$ cat config.mk
export PLATFORM = sky130hd
export DESIGN_NAME = rf_commit_arbiter
export DESIGN_NICKNAME = d
export VERILOG_FILES = /design/src/rtl/rf_commit_arbiter.sv
export SDC_FILE = /design/constraint.sdc
export NUM_CORES = 1
export LEC_CHECK = 0
export BUFFER_PORTS_ARGS = -buffer_cell sky130_fd_sc_hd__buf_2
export CAP_MARGIN = 40
export CELL_PAD_IN_SITES_DETAIL_PLACEMENT = 1
export CELL_PAD_IN_SITES_GLOBAL_PLACEMENT = 2
export CORE_MARGIN = 5
export CORE_UTILIZATION = 47
export CTS_BUF_LIST = sky130_fd_sc_hd__clkbuf_4
export CTS_CLUSTER_SIZE = 28
export DETAILED_ROUTE_END_ITERATION = 8
export GPL_ROUTABILITY_DRIVEN = 0
export PLACE_DENSITY_LB_ADDON = 0.1
export SLEW_MARGIN = 20
export SYNTH_ARGS = -nofsm -noshare
export SYNTH_HDL_FRONTEND = slang
export SYNTH_SLANG_ARGS = --single-unit
$ cat constraint.sdc
create_clock -name clk_in -period 9.7 [get_ports clk_in]
set_input_delay 1.455 -clock clk_in [delete_from_list [all_inputs] [get_ports clk_in]]
set_output_delay 1.455 -clock clk_in [all_outputs]
set_load 0.02 [all_outputs]
$ cat src/rtl/rf_commit_arbiter.sv
// rf_commit_arbiter: merges the two in-order RoB commit lanes onto the single
// register-file update port through a small FIFO. Write order is preserved.
// A flush is held back until every committed write has been retired.
// Optional build macro: RF_COMMIT_BYPASS_EN. When defined, a single write
// accepted into an empty FIFO in RUN goes straight to the update port in the
// same cycle.
module rf_commit_arbiter #(
  parameter int unsigned RoB_WIDTH = 3,
  parameter int unsigned DEPTH     = 4
) (
  input  logic                 clk_in,
  input  logic                 rst_in,
  input  logic                 rdy_in,
  input  logic                 c0_valid,
  input  logic [4:0]           c0_reg,
  input  logic [RoB_WIDTH-1:0] c0_index,
  input  logic [31:0]          c0_data,
  input  logic                 c1_valid,
  input  logic [4:0]           c1_reg,
  input  logic [RoB_WIDTH-1:0] c1_index,
  input  logic [31:0]          c1_data,
  output logic                 c0_ready,
  output logic                 c1_ready,
  input  logic                 flush_in,
  output logic                 upd_en,
  output logic [4:0]           upd_reg,
  output logic [RoB_WIDTH-1:0] upd_index,
  output logic [31:0]          upd_data,
  output logic                 flush_out,
  output logic                 busy
);

  localparam int unsigned PW = $clog2(DEPTH);
  localparam int unsigned CW = PW + 1;
  localparam logic [CW-1:0] DEPTH_C = CW'(DEPTH);

  typedef enum logic [1:0] {
    ST_RUN   = 2'd0,
    ST_DRAIN = 2'd1,
    ST_FLUSH = 2'd2
  } state_t;

  typedef struct packed {
    logic [4:0]           rd;
    logic [RoB_WIDTH-1:0] idx;
    logic [31:0]          data;
  } entry_t;

  state_t          state_q, state_d;
  logic [PW-1:0]   wr_ptr_q, wr_ptr_d;
  logic [PW-1:0]   rd_ptr_q, rd_ptr_d;
  logic [CW-1:0]   count_q, count_d;
  entry_t          mem_q [DEPTH];
  entry_t          mem_d [DEPTH];

  logic [CW-1:0]   free;
  logic            run_ok;
  logic            acc0, acc1;
  logic            wr0, wr1;
  logic            byp0, byp1;
  logic            push0, push1;
  logic            pop;
  logic [PW-1:0]   slot1;
  entry_t          ent0, ent1, head;
`ifdef RF_COMMIT_BYPASS_EN
  logic            byp_ok;
`endif

  // Lane acceptance from the free space seen at the start of the cycle
  always_comb begin
    ent0     = '{rd: c0_reg, idx: c0_index, data: c0_data};
    ent1     = '{rd: c1_reg, idx: c1_index, data: c1_data};
    free     = DEPTH_C - count_q;
    run_ok   = rdy_in && (state_q == ST_RUN);
    c0_ready = run_ok && (free >= CW'(1));
    // lane 1 may only use the last slot when lane 0 is not competing for it
    c1_ready = run_ok && ((free >= CW'(2)) || (!c0_valid && (free >= CW'(1))));
    acc0     = c0_valid && c0_ready;
    acc1     = c1_valid && c1_ready;
    // x0 writes are acknowledged but never occupy a slot
    wr0      = acc0 && (c0_reg != '0);
    wr1      = acc1 && (c1_reg != '0);
    pop      = rdy_in && (count_q != '0);
`ifdef RF_COMMIT_BYPASS_EN
    byp_ok   = run_ok && (count_q == '0);
    byp0     = byp_ok && wr0;
    byp1     = byp_ok && wr1 && !wr0;
`else
    byp0     = 1'b0;
    byp1     = 1'b0;
`endif
    push0    = wr0 && !byp0;
    push1    = wr1 && !byp1;
  end

  // FIFO next state: up to two pushes in lane order, one pop from the head
  always_comb begin
    mem_d    = mem_q;
    slot1    = push0 ? (wr_ptr_q + PW'(1)) : wr_ptr_q;
    if (push0) begin
      mem_d[wr_ptr_q] = ent0;
    end
    if (push1) begin
      mem_d[slot1] = ent1;
    end
    wr_ptr_d = wr_ptr_q + PW'(push0) + PW'(push1);
    rd_ptr_d = rd_ptr_q + PW'(pop);
    count_d  = count_q + CW'(push0) + CW'(push1) - CW'(pop);
  end

  // Update port: FIFO head first, otherwise a bypassed write, otherwise idle zeros
  always_comb begin
    head      = mem_q[rd_ptr_q];
    upd_en    = 1'b0;
    upd_reg   = '0;
    upd_index = '0;
    upd_data  = '0;
    if (pop) begin
      upd_en    = 1'b1;
      upd_reg   = head.rd;
      upd_index = head.idx;
      upd_data  = head.data;
    end else if (byp0) begin
      upd_en    = 1'b1;
      upd_reg   = ent0.rd;
      upd_index = ent0.idx;
      upd_data  = ent0.data;
    end else if (byp1) begin
      upd_en    = 1'b1;
      upd_reg   = ent1.rd;
      upd_index = ent1.idx;
      upd_data  = ent1.data;
    end
  end

  // Flush sequencing: drain the FIFO to empty, then one flush_out cycle
  always_comb begin
    state_d   = state_q;
    flush_out = 1'b0;
    if (rdy_in) begin
      unique case (state_q)
        ST_RUN: begin
          // writes accepted alongside the flush are counted in count_d
          if (flush_in) begin
            state_d = (count_d == '0) ? ST_FLUSH : ST_DRAIN;
          end
        end
        ST_DRAIN: begin
          if (count_d == '0) begin
            state_d = ST_FLUSH;
          end
        end
        ST_FLUSH: begin
          flush_out = 1'b1;
          state_d   = ST_RUN;
        end
        default: state_d = ST_RUN;
      endcase
    end
    busy = (count_q != '0) || (state_q != ST_RUN);
  end

  // Control state with asynchronous active-low reset
  always_ff @(posedge clk_in or negedge rst_in) begin
    if (!rst_in) begin
      state_q  <= ST_RUN;
      wr_ptr_q <= '0;
      rd_ptr_q <= '0;
      count_q  <= '0;
    end else begin
      state_q  <= state_d;
      wr_ptr_q <= wr_ptr_d;
      rd_ptr_q <= rd_ptr_d;
      count_q  <= count_d;
    end
  end

  // Entry storage; contents are only observed through count-qualified reads
  always_ff @(posedge clk_in) begin
    mem_q <= mem_d;
  end

endmodule

==> qor.txt, run 1 <==
PWR
-------------------------------------------------------------------------------------
Cell Pwr Density                                                          330 nW/um^2
Reported leakage power                                                        5.48 nW
Switching power                                                               1.21 mW
Net switching share of the total power                                          31.9%
Worst vdd ir                                                                   136 uV
Seq pwr share                                                                   34.4%
Internal cell power                                                           2.59 mW
Overall Power                                                                 3.81 mW
Clock share of power                                                            11.2%
Power share of the combinational group                                          54.4%

CLOCKING
-------------------------------------------------------------------------------------
CTS hold repair buffers                                                             0
Number of sinks on the clock net                                                  169
Number of gates resized after CTS                                                   0
Post-CTS Repair Setup Buffers                                                       0
Clock tree from TritonCTS                                                         yes
Insertion delay to the later sink of the worst-skew pair                      0.55 ns
Largest buffer count on any clock path                                              2
Number of clock buffers inserted by TritonCTS                                      17
Max H-tree Level                                                                    4
Clock-pin slew on the worst setup and hold paths                              0.15 ns
Clock root buffer master                                                 sky130_fd_sc_hd__clkbuf_4

SYNTHESIS
-------------------------------------------------------------------------------------
Yosys cell types                                                                   36
Synthesized netlist cell count                                                    689
Post-synth ARST share                                                           5.33%
Share of the synthesized area in the top cell type                              45.8%
Number of flops mapped to enable cells by yosys                                     0
Avg Cell Area, Syn                                                         15.2 sq um
Fraction of the yosys area taken by sequential cells                            32.7%
Cell types with the highest counts after synthesis                       sky130_fd_sc_hd__mux2_4, sky130_fd_sc_hd__dfxtp_1, sky130_fd_sc_hd__mux4_2, sky130_fd_sc_hd__nor2b_1, sky130_fd_sc_hd__buf_12
Cell area after technology mapping                                        10500 sq um
Leading cell type by number of instances after synthesis                 sky130_fd_sc_hd__mux2_4
Cell taking the most area after synthesis                                sky130_fd_sc_hd__mux2_4
Biggest area contributors in the synthesized netlist                     sky130_fd_sc_hd__mux2_4, sky130_fd_sc_hd__dfxtp_1, sky130_fd_sc_hd__mux4_2
Synth Register Bits                                                               169
Post-synthesis net count                                                          788
Yosys synthesis warning count                                                       0
Most frequently used flop master after synthesis                         sky130_fd_sc_hd__dfxtp_1

GLOBAL ROUTING
-------------------------------------------------------------------------------------
Wire length of the first global-routing pass                                  41.6 mm
GR Util met2                                                                    34.6%
Number of antenna violations at the first check in global routing                   3
Routing usage on met1                                                           27.6%
Global Route met3 Usage                                                         3.91%
Global router's overall resource usage                                          20.5%
Pin count of the biggest net entering global routing                               42
Most heavily used metal layer in global routing                                  met2
Via count of the first global-routing pass                                       7068
Final global-route overflow total                                                   0

DRT
-------------------------------------------------------------------------------------
Total detailed-routing wirelength                                             26.2 mm
Remaining number of nets flagged by the antenna check after routing                 0
Via-per-instance ratio                                                           5.50
Number of remaining DRC errors                                                      0
Count of routing violations after the opening detailed-route iteration            232
Wire length per cell                                                          23.9 um
Number of iterations in the first detailed-routing pass                             4
Count of vias placed by the detailed router                                      6029

FLOORPLAN
-------------------------------------------------------------------------------------
Number of top-level pins                                                          131
Starting density of the core                                                    47.9%
Placeable core region                                                     21900 sq um
Die Span Y                                                                     159 um
DIE AREA                                                                  25400 sq um
Die Wd                                                                         159 um
Cell row count                                                                     54

SETUP PATH
-------------------------------------------------------------------------------------
Worst EP required                                                             8.25 ns
Maximum fanout count along the critical path                                       11
End point of the critical path                                               c0_ready
Reg2reg setup slack                                                           5.76 ns
Reg-to-Reg Start                                                           count_q[0]
End of the worst register-to-register path                                 state_q[1]
Number of cells on the worst reg-to-reg path                                       14
Endpoint type of the worst setup path                                    primary output
Path type of the worst setup path                                          reg -> out
Startpoint Class                                                            flip-flop
Data arrival at the endpoint of the critical path                             2.68 ns
Worst Setup SP                                                             count_q[0]

STA
-------------------------------------------------------------------------------------
Number of hold violations in the final report                                       0
Actual transition at the worst max-transition pin                            0.644 ns
Crit path time final                                                          4.13 ns
Unrepaired setup endpoints after global routing                                    no
Rel. slew slack                                                                 57.1%
Aggregate negative setup slack                                                   0 ns
Final Slew Violations                                                               0
Final setup slack of the worst path                                           5.57 ns
Final cycle utilization of the critical path                                    42.6%
Setup-violating endpoint count in the final report                                  0
Max Fclk                                                                      242 MHz
Clock skew                                                                  0.0216 ns

PLACEMENT
-------------------------------------------------------------------------------------
DP Cell Count                                                                    1062
Detail Placement HPWL                                                         17.2 mm
Place WS                                                                      5.21 ns
Number of buffers inserted by port buffering                                      130

RUN
-------------------------------------------------------------------------------------
Number of maximum-capacitance violations                                            0

CELLS AND AREA
-------------------------------------------------------------------------------------
Synth-to-Final Area Change                                                      9.93%
Fill cell total of the finished layout                                           2221
Layout cells sized above 1                                                      67.2%
Final #Nets                                                                       901
Post-route insts no fill                                                         1097
Fin util                                                                        52.6%

RUN STATUS
-------------------------------------------------------------------------------------
Outcome                                                                  finished, final reports clean

MIN PATH
-------------------------------------------------------------------------------------
Hold WC Path Type                                                          reg -> reg

==> metrics by stage <==
stage	hold WS (ns)	instance area [sq um]
6_report	0.572	11500
5_1_grt	0.615	11500
4_1_cts	0.579	11500
3_5_place_dp	0.549	11200
3_3_place_gp	0.523	11000
2_1_floorplan	0.464	10500
==> flip-flops by register name, indices dropped and copies added (netlist names) <==
| name | flops |
|---|---|
| mem_q | 160 |
| wr_ptr_q | 2 |
| count_q | 3 |
| rd_ptr_q | 2 |
| state_q | 2 |
==> layout make-up <==
class / instances / area [sq um] / area share [%]
multi-input cells: 456 / 6500 / 56.4
inverters: 13 / 48.8 / 0.423
repair buffers: 145 / 908 / 7.88
diodes: 2 / 5.00 / 0.0434
well taps: 280 / 350 / 3.04
flip-flops and latches: 169 / 3430 / 29.8
clock buffers: 18 / 135 / 1.17
clock inverters: 14 / 148 / 1.28
==> layout by cell type (no fill, tap or decap), types with 4 or more instances in the layout <==
master	netlist	layout
sky130_fd_sc_hd__buf_16	0	6
sky130_fd_sc_hd__ha_1	10	10
sky130_fd_sc_hd__buf_2	1	130
sky130_fd_sc_hd__a211oi_1	5	5
sky130_fd_sc_hd__dfrtp_1	9	7
sky130_fd_sc_hd__o21ai_4	0	4
sky130_fd_sc_hd__mux4_2	40	40
sky130_fd_sc_hd__and3_4	4	4
sky130_fd_sc_hd__mux2_4	320	320
sky130_fd_sc_hd__clkbuf_4	0	18
sky130_fd_sc_hd__buf_4	12	7
sky130_fd_sc_hd__dfxtp_1	160	160
sky130_fd_sc_hd__nor2b_1	40	40
sky130_fd_sc_hd__inv_1	13	13
==> critical path, cell delays in order (launching register included) <==
cell	delay (ns)
sky130_fd_sc_hd__dfrtp_1	0.43
sky130_fd_sc_hd__inv_1	0.11
sky130_fd_sc_hd__ha_1	0.22
sky130_fd_sc_hd__ha_1	0.28
sky130_fd_sc_hd__nor4b_1	0.14
sky130_fd_sc_hd__or3_1	0.42
sky130_fd_sc_hd__inv_1	0.28
sky130_fd_sc_hd__buf_2	0.24
==> power by group through the flow <==
stage	Combinational (mW)	Clock, mW	Sequential, mW
after floorplan	1.76	0	1.20
after global placement	1.96	0	1.33
after detailed placement	2.07	0	1.32
after CTS	2.09	0.443	1.31
after global routing	2.20	0.474	1.36
final	2.07	0.426	1.31
==> cells by family (layout without fill, tap and decap cells) <==
group	after synthesis	in the layout	synth area share [%]
mux	360	360	54.4
xor+xnor	4	4	0.334
compound gates	17	17	1.16
buf+inv	64	190	5.79
other cells	0	2	0
fa+ha+maj	13	13	1.77
simple gates	62	62	3.83
flops	169	169	32.7
==> per-layer routing <==
metal  vias up  share of wire (%)
li1       2754                  -
met5         -              0.027
met3        27                2.8
met4         2                1.1
met1      3130                 47
met2       116                 49
==> worst min path at each step <==
stage	startpoint	endpoint	slack, ns	cells past startpoint
2_1_floorplan	rd_ptr_q[0]	rd_ptr_q[0]	0.46	1
3_3_place_gp	state_q[0]	state_q[0]	0.52	2
3_5_place_dp	state_q[0]	state_q[0]	0.55	2
4_1_cts	state_q[0]	state_q[0]	0.58	2
5_1_grt	state_q[0]	state_q[0]	0.62	2
6_report	state_q[0]	state_q[0]	0.57	2
(Power assumes the default switching activity.)
==> inputs of run 2 (changes only) <==
--- a/config.mk
+++ b/config.mk
@@ -10,7 +10,7 @@
 export CELL_PAD_IN_SITES_DETAIL_PLACEMENT = 1
 export CELL_PAD_IN_SITES_GLOBAL_PLACEMENT = 2
 export CORE_MARGIN = 5
-export CORE_UTILIZATION = 47
+export CORE_UTILIZATION = 44
 export CTS_BUF_LIST = sky130_fd_sc_hd__clkbuf_4
 export CTS_CLUSTER_SIZE = 28
 export DETAILED_ROUTE_END_ITERATION = 8
==> constraint.sdc (replaced) <==
create_clock -name clk_in -period 4.1 [get_ports clk_in]
set_input_delay 0.615 -clock clk_in [delete_from_list [all_inputs] [get_ports clk_in]]
set_output_delay 0.615 -clock clk_in [all_outputs]
set_load 0.02 [all_outputs]
==> run 2 against run 1 <==
- design area is 0.27% higher
- register-to-register slack worse by 5.4 ns
- clock power is 130% higher
- sequential cell count stayed put
- core utilization is 3.4 points lower
- clock skew is 0.0048 ns higher
- combinational power is 140% higher
- critical path type is now reg -> reg
- highest routed layer is now met4
==> qor.txt, run 2 (synthesized netlist as in run 1, its figures left out) <==
CLOCKING
-------------------------------------------------------------------------------------
Clock tree from TritonCTS                                                         yes
Max H-tree Level                                                                    4   unchanged
Number of clock buffers inserted by TritonCTS                                      17   unchanged
Largest buffer count on any clock path                                              2   unchanged
Insertion delay to the later sink of the worst-skew pair                      0.57 ns   +0.02 ns
Clock-pin slew on the worst setup and hold paths                              0.15 ns   about the same
Number of sinks on the clock net                                                  169   unchanged
Clock root buffer master                                                 sky130_fd_sc_hd__clkbuf_4

DRT
-------------------------------------------------------------------------------------
Remaining number of nets flagged by the antenna check after routing                 0   unchanged
Total detailed-routing wirelength                                             26.7 mm   +2.0%
Count of routing violations after the opening detailed-route iteration            267   +15%
Number of remaining DRC errors                                                      0   unchanged
Wire length per cell                                                          23.4 um   -2.0%
Count of vias placed by the detailed router                                      6112   +1.4%
Via-per-instance ratio                                                           5.35   -2.6%
Number of iterations in the first detailed-routing pass                             4   unchanged

PWR
-------------------------------------------------------------------------------------
Overall Power                                                                 8.98 mW   +140%
Reported leakage power                                                        5.48 nW   about the same
Cell Pwr Density                                                          777 nW/um^2   +140%
Worst vdd ir                                                                   354 uV   +160%

RUN STATUS
-------------------------------------------------------------------------------------
Outcome                                                                  finished, final reports clean

STA
-------------------------------------------------------------------------------------
Final setup slack of the worst path                                          0.362 ns   -5.20 ns
Max Fclk                                                                      268 MHz
Final cycle utilization of the critical path                                    91.2%
Unrepaired setup endpoints after global routing                                    no
Clock skew                                                                  0.0264 ns   +0.00480 ns
Final Slew Violations                                                               0   unchanged
Setup-violating endpoint count in the final report                                  0   unchanged
Number of hold violations in the final report                                       0   unchanged
Crit path time final                                                          3.74 ns
Final hold slack                                                             0.305 ns   -0.267 ns
Aggregate negative setup slack                                                   0 ns   unchanged
Rel. slew slack                                                                 55.3%   -1.8 points
Actual transition at the worst max-transition pin                            0.671 ns   +0.0267 ns

MIN PATH
-------------------------------------------------------------------------------------
Hold WC Path Type                                                           in -> reg
Hold Crit Endpoint                                                         state_q[0]
Number of instances on the worst hold path                                          3   +1
Startpoint of the worst hold path                                            flush_in

GLOBAL ROUTING
-------------------------------------------------------------------------------------
Global Route met3 Usage                                                         4.14%   +0.23 points
GR Util met2                                                                    33.2%   -1.4 points
Final global-route overflow total                                                   0   unchanged
Pin count of the biggest net entering global routing                               41   -2.4%
Via count of the first global-routing pass                                       6983   -1.2%
Most heavily used metal layer in global routing                                  met2
Number of antenna violations at the first check in global routing                   1   -2
Wire length of the first global-routing pass                                  41.3 mm   -0.74%
Routing usage on met1                                                           26.7%   -0.89 points
Global router's overall resource usage                                          20.0%   -0.52 points

FLOORPLAN
-------------------------------------------------------------------------------------
Cell row count                                                                     56   +3.7%
Placeable core region                                                     23500 sq um   +7.2%
Number of top-level pins                                                          131   unchanged
Starting density of the core                                                    44.7%   -3.2 points
DIE AREA                                                                  27000 sq um   +6.4%
Die Span Y                                                                     164 um   +3.1%
Die Wd                                                                         164 um   +3.1%

SETUP PATH
-------------------------------------------------------------------------------------
End of the worst register-to-register path                                 state_q[1]
Worst EP required                                                             4.57 ns   -3.68 ns
Maximum fanout count along the critical path                                       11   unchanged
Reg-to-Reg Start                                                           count_q[0]
Startpoint Class                                                            flip-flop
Path type of the worst setup path                                          reg -> reg
Data arrival at the endpoint of the critical path                             4.21 ns   +1.53 ns
Number of cells on the worst reg-to-reg path                                       14   unchanged
Reg2reg setup slack                                                           0.36 ns   -5.40 ns
Endpoint type of the worst setup path                                       flip-flop

CELLS AND AREA
-------------------------------------------------------------------------------------
Most frequent standard cell in the layout excluding fill and tap cells   sky130_fd_sc_hd__mux2_4
Flip-flop count of the largest register, all copies and words added               160   unchanged
Synth-to-Final Area Change                                                      10.2%
Final #Nets                                                                       906   +0.55%
Highest-count cells in the layout ignoring fill and taps                 sky130_fd_sc_hd__mux2_4, sky130_fd_sc_hd__dfxtp_1, sky130_fd_sc_hd__buf_2
Post-route insts no fill                                                         1142   +4.1%
Final std cell area, no fill                                              11600 sq um   +0.27%
Registers with the most flip-flops                                       mem_q x160, count_q x3
Layout cells sized above 1                                                      67.3%   about the same
Fin util                                                                        49.2%   -3.4 points
Top reg by flops                                                                mem_q

RUN
-------------------------------------------------------------------------------------
Number of maximum-capacitance violations                                            0   unchanged

PLACEMENT
-------------------------------------------------------------------------------------
Detail Placement HPWL                                                         17.0 mm   -1.6%
Place WS                                                                     0.253 ns   -4.95 ns
DP Cell Count                                                                    1106   +4.1%
Number of buffers inserted by port buffering                                      130   unchanged
Instance area after placement                                             11300 sq um   +0.44%

[run 2: cell count changes in the layout (fill, tap and decap cells not counted), moves of 2 or more]
cell | before | now
sky130_fd_sc_hd__buf_4 | 7 | 12
sky130_fd_sc_hd__clkinv_4 | 3 | 5
sky130_fd_sc_hd__buf_16 | 6 | 0
sky130_fd_sc_hd__buf_12 | 2 | 7
sky130_fd_sc_hd__diode_2 | 2 | 4
[run 2: report_power, final]
| part | internal, mW | leakage, nW | switching, mW | total, mW |
|---|---|---|---|---|
| Sequential | 2.51 | 1.45 | 0.600 | 3.11 |
| Clock | 0.362 | 0.143 | 0.630 | 0.992 |
| Combinational | 3.26 | 3.88 | 1.62 | 4.88 |
| Total | 6.13 | 5.48 | 2.85 | 8.98 |
[run 2: worst max-delay path, cell delays in order (launching register included)]
cell and delay, ns:
sky130_fd_sc_hd__dfrtp_1 0.42, sky130_fd_sc_hd__inv_1 0.11, sky130_fd_sc_hd__ha_1 0.21, sky130_fd_sc_hd__ha_1 0.28
sky130_fd_sc_hd__nor4b_1 0.14, sky130_fd_sc_hd__or3_1 0.41, sky130_fd_sc_hd__inv_2 0.18, sky130_fd_sc_hd__nand2_1 0.13
sky130_fd_sc_hd__ha_1 0.32, sky130_fd_sc_hd__fa_1 0.41, sky130_fd_sc_hd__inv_1 0.09, sky130_fd_sc_hd__fa_1 0.44
sky130_fd_sc_hd__nor3_1 0.27, sky130_fd_sc_hd__o2111ai_1 0.14, sky130_fd_sc_hd__o21ai_0 0.11
[run 2: what timing repair did]
action                                 in CTS  in global routing
setup endpoints to repair                   0                  1
hold buffers                                1                  0
resized for setup                           0                  1
setup buffers                               0                  0
endpoints found under the hold margin       9                  0
[run 2: routing by layer]
layer  up-vias  part of all wire, %
li1       2764                    -
met1      3192                   47
met2       127                   48
met3        29                  3.6
met4         0                  1.3
met5         -                    0
[run 2: layout make-up]
type / count / area, sq um
fillers: 2369 / 11900
multi-input cells: 456 / 6500
flip-flops and latches: 169 / 3430
repair buffers: 150 / 891
well taps: 319 / 399
clock inverters: 14 / 150
clock buffers: 17 / 128
inverters: 13 / 48.8
diodes: 4 / 10.0
[run 2: worst max path at each step]
stage	slack, ns	startpoint	endpoint
after floorplan	0.57	count_q[0]	state_q[0]
after global placement	0.44	count_q[0]	state_q[1]
after detailed placement	0.25	count_q[0]	state_q[1]
after CTS	0.23	count_q[0]	state_q[1]
after global routing	0.1	count_q[0]	state_q[1]
final	0.36	count_q[0]	state_q[1]
==> inputs of run 3 (changes only) <==
--- a/config.mk
+++ b/config.mk
@@ -10,7 +10,7 @@
 export CELL_PAD_IN_SITES_DETAIL_PLACEMENT = 1
 export CELL_PAD_IN_SITES_GLOBAL_PLACEMENT = 2
 export CORE_MARGIN = 5
-export CORE_UTILIZATION = 44
+export CORE_UTILIZATION = 40
 export CTS_BUF_LIST = sky130_fd_sc_hd__clkbuf_4
 export CTS_CLUSTER_SIZE = 28
 export DETAILED_ROUTE_END_ITERATION = 8
==> run 3 against run 2 <==
- core utilization shrank 4.5 points
- sequential power is essentially flat
- combinational power about the same
- design area grew 0.30%
- sequential cell count is the same
- count of clock-buffer cells in the layout up 1
- total power increased by 0.40%
- clock skew fell by 0.0051 ns
- non-clock buffer count up 1
- via count decreased by 1.1%
- maximum frequency up 0.96%
- largest power group unchanged
==> qor.txt, run 3 (synthesized netlist as in run 1, its figures left out) <==
SETUP PATH
-------------------------------------------------------------------------------------
Total buffers and inverters traversed by the critical path                          3   unchanged
Worst EP required                                                             4.59 ns   +0.02 ns
Number of cells on the worst reg-to-reg path                                       14   unchanged
Maximum fanout count along the critical path                                       11   unchanged
Endpoint type of the worst setup path                                       flip-flop
Critical Path Max Stage Delay                                                 0.43 ns   about the same
Reg2reg setup slack                                                           0.40 ns   +0.04 ns
Cell repeated most along the worst path                                  sky130_fd_sc_hd__ha_1
Delay-heaviest family, CP                                                 adder cells
End of the worst register-to-register path                                 state_q[1]
Ordered cell list for the critical path                                  inv_1, ha_1, ha_1, nor4b_1, or3_1, inv_2, nand2_1, ha_1, fa_1, inv_1, fa_1, nor3_1, o2111ai_1, o21ai_0
Startpoint Class                                                            flip-flop
Reg-to-Reg Start                                                           count_q[0]
Slowest cell on the critical path                                        sky130_fd_sc_hd__dfrtp_1
Path type of the worst setup path                                          reg -> reg
Levels on crit path                                                                14   unchanged
Data arrival at the endpoint of the critical path                             4.19 ns   -0.02 ns

FLOORPLAN
-------------------------------------------------------------------------------------
DIE AREA                                                                  29500 sq um   +9.4%
Cell row count                                                                     59   +5.4%
Die Span Y                                                                     172 um   +4.6%
Starting density of the core                                                    40.5%   -4.2 points
Number of top-level pins                                                          131   unchanged
Die Wd                                                                         172 um   +4.6%
Placeable core region                                                     25900 sq um   +10%

PWR
-------------------------------------------------------------------------------------
Worst vdd ir                                                                   933 uV   +160%
Reported leakage power                                                        5.48 nW   +0.14%
Cell Pwr Density                                                          778 nW/um^2   about the same
Overall Power                                                                 9.01 mW   +0.40%

CLOCKING
-------------------------------------------------------------------------------------
Post-CTS Repair Setup Buffers                                                       0   unchanged
Clock root buffer master                                                 sky130_fd_sc_hd__clkbuf_4
Number of clock buffers inserted by TritonCTS                                      17   unchanged
Largest buffer count on any clock path                                              2   unchanged
Clock tree from TritonCTS                                                         yes
Clock-pin slew on the worst setup and hold paths                              0.16 ns   about the same
Number of sinks on the clock net                                                  169   unchanged
Insertion delay to the later sink of the worst-skew pair                      0.57 ns   about the same
Max H-tree Level                                                                    4   unchanged

STA
-------------------------------------------------------------------------------------
Final Slew Violations                                                               0   unchanged
Rel. slew slack                                                                 55.5%   +0.19 points
Crit path time final                                                          3.70 ns   -0.0357 ns
Aggregate negative setup slack                                                   0 ns   unchanged
Unrepaired setup endpoints after global routing                                    no
Final hold slack                                                             0.310 ns   +0.00506 ns
Setup-violating endpoint count in the final report                                  0   unchanged
Clock skew                                                                  0.0213 ns   -0.00511 ns
Number of hold violations in the final report                                       0   unchanged
Final cycle utilization of the critical path                                    90.3%   -0.87 points
Actual transition at the worst max-transition pin                            0.668 ns   -0.00292 ns
Max Fclk                                                                      270 MHz   +0.96%

DRT
-------------------------------------------------------------------------------------
Remaining number of nets flagged by the antenna check after routing                 0   unchanged
Count of vias placed by the detailed router                                      6042   -1.1%
Count of routing violations after the opening detailed-route iteration            233   -13%
Number of remaining DRC errors                                                      0   unchanged
Wire length per cell                                                          23.7 um   +1.1%
Number of iterations in the first detailed-routing pass                             5   +1
Total detailed-routing wirelength                                             27.4 mm   +2.4%
Via-per-instance ratio                                                           5.22   -2.4%

GLOBAL ROUTING
-------------------------------------------------------------------------------------
Wire length of the first global-routing pass                                  42.0 mm   +1.8%
Global router's overall resource usage                                          18.6%   -1.4 points
Final global-route overflow total                                                   0   unchanged
Number of antenna violations at the first check in global routing                   2   +1
Pin count of the biggest net entering global routing                               41   unchanged
Via count of the first global-routing pass                                       7082   +1.4%

CELLS AND AREA
-------------------------------------------------------------------------------------
Registers with the most flip-flops                                       mem_q x160, count_q x3
Layout cells sized above 1                                                      67.5%   +0.20 points
Highest-count cells in the layout ignoring fill and taps                 sky130_fd_sc_hd__mux2_4, sky130_fd_sc_hd__dfxtp_1, sky130_fd_sc_hd__buf_2
Flip-flop count of the largest register, all copies and words added               160   unchanged
Top reg by flops                                                                mem_q
Post-route insts no fill                                                         1157   +1.3%
Fin util                                                                        44.7%   -4.5 points
Fill cell total of the finished layout                                           2629   +11%
Final #Nets                                                                       907   +0.11%
Synth-to-Final Area Change                                                      10.6%
Most frequent standard cell in the layout excluding fill and tap cells   sky130_fd_sc_hd__mux2_4

RUN
-------------------------------------------------------------------------------------
Number of maximum-capacitance violations                                            0   unchanged

MIN PATH
-------------------------------------------------------------------------------------
Hold Crit Endpoint                                                          mem_q[81]
Hold WC Path Type                                                           in -> reg
Number of instances on the worst hold path                                          2   -1
Startpoint of the worst hold path                                          c1_data[1]

RUN STATUS
-------------------------------------------------------------------------------------
Outcome                                                                  finished, final reports clean

PLACEMENT
-------------------------------------------------------------------------------------
Detail Placement HPWL                                                         17.6 mm   +3.8%
DP Cell Count                                                                    1123   +1.5%
Number of buffers inserted by port buffering                                      130   unchanged

run 3: changes by cell type in the layout (fill, tap and decap cells not counted), sizes merged:
cell,previous run,this run
clkinv,8,5
buf,149,150
diode,4,1
clkbuf,17,18
clkinvlp,2,3
inv,15,17
run 3: routing by layer:
layer / vias up / global-route usage, % / part of all wire, %
li1: 2766 / - / -
met1: 3138 / 24.3 / 47
met2: 105 / 32.0 / 49
met3: 31 / 3.48 / 3.2
met4: 2 / 4.07 / 1.2
met5: - / 0 / 0.047
run 3: cell type report:
cell class                      count  area (sq um)  share of cell area, %
Clock buffer                       18           135                   1.17
Tap cell                          335           419                   3.62
Antenna cell                        1          2.50                 0.0216
Multi-Input combinational cell    456          6500                   56.0
Inverter                           13          48.8                  0.421
Timing Repair Buffer              151           911                   7.86
Sequential cell                   169          3430                   29.6
Clock inverter                     14           145                   1.25
run 3: worst max-delay path by stage:
| stage | from | to | slack, ns |
|---|---|---|---|
| after CTS | count_q[0] | state_q[1] | 0.23 |
| after detailed placement | count_q[0] | state_q[0] | 0.25 |
| after global placement | count_q[0] | state_q[1] | 0.43 |
| final | count_q[0] | state_q[1] | 0.40 |
| after floorplan | count_q[0] | state_q[0] | 0.57 |
| after global routing | count_q[0] | state_q[1] | 0.06 |
run 3: repair_timing:
| item | 4_1_cts | 5_1_grt |
|---|---|---|
| setup endpoints to repair | 0 | 2 |
| endpoints found under the hold margin | 9 | 0 |
| gates resized for setup | 0 | 1 |
| hold buffers | 1 | 0 |
run 3: worst register-to-register path: stages, from the launching register on:
cell and delay [ns]:
sky130_fd_sc_hd__dfrtp_1 0.43, sky130_fd_sc_hd__inv_1 0.11, sky130_fd_sc_hd__ha_1 0.22, sky130_fd_sc_hd__ha_1 0.28
sky130_fd_sc_hd__nor4b_1 0.14, sky130_fd_sc_hd__or3_1 0.43, sky130_fd_sc_hd__inv_2 0.19, sky130_fd_sc_hd__nand2_1 0.11
sky130_fd_sc_hd__ha_1 0.30, sky130_fd_sc_hd__fa_1 0.39, sky130_fd_sc_hd__inv_1 0.10, sky130_fd_sc_hd__fa_1 0.43
sky130_fd_sc_hd__nor3_1 0.28, sky130_fd_sc_hd__o2111ai_1 0.15, sky130_fd_sc_hd__o21ai_0 0.10
run 3: where the power goes:
group / switching, mW / total [mW] / internal [mW]
clock: 0.645 / 1.02 / 0.371
sequential: 0.581 / 3.09 / 2.51
combinational: 1.64 / 4.91 / 3.26
run 3: per-stage QoR:
step / setup WS (ns) / instance area, sq um
final: 0.398 / 11600
after global routing: 0.0622 / 11600
after CTS: 0.227 / 11600
after detailed placement: 0.251 / 11300
after global placement: 0.430 / 11300
after floorplan: 0.573 / 10500
